**config.mk**
```make
export PLATFORM = sky130hd
export DESIGN_NAME = flappy_game_ctrl
export DESIGN_NICKNAME = d
export VERILOG_FILES = /design/src/rtl/flappy_game_ctrl.sv
export SDC_FILE = /design/constraint.sdc
export NUM_CORES = 1
export LEC_CHECK = 0
export BUFFER_PORTS_ARGS = -buffer_cell sky130_fd_sc_hd__buf_2
export CAP_MARGIN = 30
export CORE_MARGIN = 2
export CORE_UTILIZATION = 63
export DETAILED_ROUTE_END_ITERATION = 7
export GPL_TIMING_DRIVEN = 1
export PLACE_DENSITY = 0.81
export SLEW_MARGIN = 20
export SYNTH_ARGS = -nofsm -noshare
export SYNTH_HDL_FRONTEND = slang
export SYNTH_SLANG_ARGS = --single-unit
```
**constraint.sdc**
```tcl
create_clock -name clk -period 5.13 [get_ports clk]
set_input_delay 0.513 -clock clk [delete_from_list [all_inputs] [get_ports clk]]
set_output_delay 0.513 -clock clk [all_outputs]
set_load 0.03 [all_outputs]
```
**src/rtl/flappy_game_ctrl.sv**
```systemverilog
// Game sequencer: IDLE/RUN/OVER/CLEAR FSM, pipe-store Start/Stop/Ack handshake, move-tick prescaler,
// synchronised button edge -> flap pulse, high-score latch. All outputs registered; no backpressure.
module flappy_game_ctrl #(
  parameter int TICK_DIV  = 250000,
  parameter int OVER_HOLD = 100
) (
  input  logic       clk,
  input  logic       reset,
  input  logic       btn,
  input  logic       collide,
  input  logic [3:0] score_in,
  input  logic       store_initial,
  input  logic       store_stop,
  output logic       start,
  output logic       stop,
  output logic       ack,
  output logic       move_tick,
  output logic       flap,
  output logic [3:0] high_score,
  output logic [1:0] game_state
);

  typedef enum logic [1:0] {
    IDLE  = 2'b00,
    RUN   = 2'b01,
    OVER  = 2'b10,
    CLEAR = 2'b11
  } state_t;

  localparam logic [17:0] TICK_MAX = 18'(TICK_DIV - 1);
  localparam logic [7:0]  HOLD_MAX = 8'(OVER_HOLD);

  state_t      state_q, state_d;
  logic        meta_q, meta_d, sync_q, sync_d, sync_qq, sync_qq_d;
  logic [17:0] cnt_q, cnt_d;
  logic [7:0]  hold_q, hold_d;
  logic        over_new_q, over_new_d;
  logic        start_q, start_d, stop_q, stop_d, ack_q, ack_d;
  logic        tick_q, tick_d, flap_q, flap_d;
  logic [3:0]  hs_q, hs_d;
  logic        press, tick_int, in_cnt;

  always_comb begin
    meta_d     = btn;
    sync_d     = meta_q;
    sync_qq_d  = sync_q;
    press      = sync_q & ~sync_qq;
    tick_int   = (state_q == OVER) && (cnt_q == TICK_MAX);
    state_d    = state_q;
    hold_d     = hold_q;
    hs_d       = hs_q;
    over_new_d = 1'b0;
    stop_d     = 1'b0;
    ack_d      = 1'b0;
    flap_d     = 1'b0;

    case (state_q)
      IDLE: begin
        if (press && store_initial) begin
          state_d = RUN;
          flap_d  = 1'b1;
        end
      end
      RUN: begin
        // Collision outranks a simultaneous press.
        if (collide) begin
          state_d    = OVER;
          stop_d     = 1'b1;
          over_new_d = 1'b1;
          hs_d       = (score_in > hs_q) ? score_in : hs_q;
        end else begin
          flap_d = press;
        end
      end
      OVER: begin
        if (tick_int && (hold_q < HOLD_MAX)) hold_d = hold_q + 8'd1;
        if (press && (hold_q == HOLD_MAX)) begin
          state_d = CLEAR;
          ack_d   = 1'b1;
        end else begin
          // Stop is guaranteed for the collide cycle and the one after it.
          stop_d = over_new_q | (stop_q & ~store_stop);
        end
      end
      CLEAR: begin
        if (store_initial) begin
          state_d = IDLE;
          hold_d  = 8'd0;
        end else begin
          ack_d = 1'b1;
        end
      end
      default: state_d = IDLE;
    endcase

    // Prescaler runs through RUN and OVER, restarting at 0 on RUN entry.
    in_cnt  = ((state_d == RUN) || (state_d == OVER)) &&
              ((state_q == RUN) || (state_q == OVER));
    cnt_d   = (!in_cnt || (cnt_q == TICK_MAX)) ? 18'd0 : cnt_q + 18'd1;
    start_d = (state_d == IDLE) && store_initial;
    tick_d  = (state_d == RUN) && (cnt_d == TICK_MAX);
  end

  always_ff @(posedge clk or negedge reset) begin
    if (!reset) begin
      state_q    <= IDLE;
      meta_q     <= 1'b0;
      sync_q     <= 1'b0;
      sync_qq    <= 1'b0;
      cnt_q      <= 18'd0;
      hold_q     <= 8'd0;
      over_new_q <= 1'b0;
      start_q    <= 1'b0;
      stop_q     <= 1'b0;
      ack_q      <= 1'b0;
      tick_q     <= 1'b0;
      flap_q     <= 1'b0;
      hs_q       <= 4'd0;
    end else begin
      state_q    <= state_d;
      meta_q     <= meta_d;
      sync_q     <= sync_d;
      sync_qq    <= sync_qq_d;
      cnt_q      <= cnt_d;
      hold_q     <= hold_d;
      over_new_q <= over_new_d;
      start_q    <= start_d;
      stop_q     <= stop_d;
      ack_q      <= ack_d;
      tick_q     <= tick_d;
      flap_q     <= flap_d;
      hs_q       <= hs_d;
    end
  end

  assign start      = start_q;
  assign stop       = stop_q;
  assign ack        = ack_q;
  assign move_tick  = tick_q;
  assign flap       = flap_q;
  assign high_score = hs_q;
  assign game_state = state_q;

endmodule

```
==> flow_summary.json <==
{
  "async_flop_share": 1.00,
  "dr.pass1.iters": 4,
  "power.density_nw_per_um2": 223,
  "grt_max_degree": 42,
  "crit_family": "compound AO/OA/AOI/OAI gates",
  "start_util": 0.663,
  "rr_endpoint": "move_tick$_DFF_PN0_",
  "syn_nets": 253,
  "slew_viol_final": 0,
  "ys.flop_type": "dfrtp_1",
  "syn_area_um2": 2250,
  "drc": 0,
  "die_w_um": 63.7,
  "synth_cells": 230,
  "cp_data_arrival_time_ns": 3.37,
  "num-fill-cells": 250,
  "ios": 21,
  "ctsLongestPathBuffers": 2,
  "synth_edf_count": 0,
  "fin_nets": 278,
  "io_buffers": 20,
  "postLayoutCoreUtil": 0.735,
  "fin_total_pwr_mw": 0.556,
  "postCtsHoldBufs": 0,
  "synth-seq-cells": 41,
  "crit_slowest_cell": "or4b_1",
  "drtIter0Drc": 99,
  "die-area_um2": 4060,
  "fin_tns_setup_ns": 0,
  "worstSetupStartpointType": "flop",
  "antenna_cells": 0,
  "drv_cap": 0,
  "timing.rr.start": "game_state[1]$_DFF_PN0_",
  "drtAntennaViolNets": 0,
  "gp_congestion": 0.813,
  "setup_slack_ns": 2.01,
  "fin_crit_sh": 0.609,
  "worstSetupPathType": "reg2reg",
  "hpwl_mm": 2.95,
  "skew_ns": 0.00443,
  "reg2reg_slack_ns": 2.01,
  "setup_violations": 0,
  "place_ws_ns": 2.08,
  "crit_path_frequent_cell": "ha_1",
  "cts_buffers": 5,
  "cp_max_fo": 9,
  "stdcell_area_um2": 2490,
  "hold_path.class": "in2async",
  "drive_above_1_share": 0.148,
  "grt_pass1_vias": 1616,
  "holdWs_ns": 0.0138,
  "num_vias": 1672,
  "maxSlewHeadroom": 0.705,
  "yosysTopAreaCellShare": 0.457,
  "grt_usage": 0.227,
  "min_period_ns": 3.12,
  "area_growth_syn_to_layout_pct": 11.0,
  "cts.htree.levels": 2,
  "rsz0062_at_grt": "false",
  "final-instance-count-excl-fill": 302,
  "clk_latency_ns": 0.34,
  "wirelength_mm": 4.05,
  "cts.sinks": 41,
  "placed_area_um2": 2390,
  "dp_cells": 293,
  "cts-resized-gates": 0,
  "antenna_found_initial": 0,
  "ys.warnings.count": 0,
  "grt-ovfl-total": 0,
  "ff2ff_path_depth": 11,
  "status": "completed",
  "synth_area_leaders": "dfrtp_1 46%, ha_1 7.2%, nor2_1 4.3%",
  "cts-root-buf": "clkbuf_4",
  "cts_setup_buffers": 0,
  "synth_top_area_cell": "dfrtp_1",
  "worst_pin_slew_ns": 0.441,
  "worstPathCellList": "ha_1 -> nand2b_1 -> inv_1 -> o22ai_1 -> a22o_1 -> ha_1 -> nand4b_1 -> a2111oi_0 -> o21ai_0 -> or4b_1 -> a2111oi_2",
  "ys_types": 45,
  "slowest_delay_ns": 0.54,
  "cts_tree": "built",
  "max_freq_ghz": 0.320,
  "cellLeakagePower_nw": 1.21,
  "cts.clk_slew.worst_paths_ns": 0.11,
  "ir_drop_mv": 0.189,
  "routed_via_density": 5.54,
  "crit_path_end_kind": "flop",
  "worst-path-buf-inv": 1,
  "grt_pass1_wl_mm": 7.23,
  "detail_route.wl_per_cell_um": 13.4,
  "syn_avg_cell_area_um2": 9.76,
  "report.final.hold_viol_count": 0,
  "core_um2": 3390,
  "worstPathRequired_ns": 5.37,
  "placementRows": 21,
  "die_h_um": 63.7,
  "ys_seq_area_frac": 0.457
}
layer usage:
layer  wire length, um  share of wire  vias up  global-route usage
met2              1840           0.45       36               0.341
li1                  -              -      841                   -
met1              2050           0.51      795               0.330
met5                 0              0        -                   0
met3               163          0.040        0              0.0571
met4                 0              0        0              0.0571
Yosys cell counts, drive strengths merged, types with 3 or more instances:
cell type and number:
o21ai 11, ha 13, o21a 3, xnor2 7
mux2i 4, and3 5, nand4 7, nand2 23
dfrtp 41, xor2 11, nor2 26, mux2 3
nand2b 5, nand3 7, inv 16, or3 3
nor2b 5, nor3 8, a21oi 5
power by group:
group	total, mW	internal, mW	leakage (nW)	switching, mW
combinational	0.0166	0.00659	0.624	0.0101
sequential	0.325	0.324	0.541	0.000315
clock	0.215	0.116	0.0455	0.0986
total	0.556	0.447	1.21	0.109
kinds of logic after synthesis:
group           share of synthesized area
simple gates                        0.243
flops                               0.457
compound gates                     0.0869
buf+inv                            0.0373
xor+xnor                           0.0702
fa+ha+maj                          0.0724
mux                                0.0329
cell type report:
| class | instances | area (um2) | area share |
|---|---|---|---|
| clock inverters | 1 | 30.0 | 0.0120 |
| inverters | 16 | 60.1 | 0.0241 |
| multi-input cells | 169 | 1140 | 0.456 |
| clock buffers | 7 | 55.1 | 0.0221 |
| repair buffers | 22 | 128 | 0.0512 |
| flip-flops and latches | 41 | 1030 | 0.412 |
| well taps | 46 | 57.6 | 0.0231 |
cells in the final DEF, fill, tap and decap left out, types with 6 or more instances in the layout:
cell type and n:
o21ai_0 7, dfrtp_1 41, nor2_1 26, nand2_1 23, buf_2 20, nor3_1 6
ha_1 13, nand3_1 7, xnor2_1 7, xor2_1 11, inv_1 16
flip-flops by register name, indices dropped and copies added, names as in the netlist:
signal      flops
sync_q          1
hold_q          8
ack             1
meta_q          1
flap            1
start           1
game_state      2
move_tick       1
stop            1
cnt_q          18
over_new_q      1
sync_qq         1
high_score      4
worst max-delay path by stage:
stage / cells after the start / from / slack [ns] / end
after detailed placement: 11 / game_state[1]$_DFF_PN0_ / 2.08 / move_tick$_DFF_PN0_
after CTS: 11 / game_state[1]$_DFF_PN0_ / 2.02 / move_tick$_DFF_PN0_
after global routing: 11 / game_state[0]$_DFF_PN0_ / 1.71 / move_tick$_DFF_PN0_
after floorplan: 11 / game_state[1]$_DFF_PN0_ / 2.20 / move_tick$_DFF_PN0_
final: 11 / game_state[1]$_DFF_PN0_ / 2.01 / move_tick$_DFF_PN0_
after global placement: 11 / game_state[0]$_DFF_PN0_ / 2.24 / move_tick$_DFF_PN0_
(Power assumes the default switching activity.)
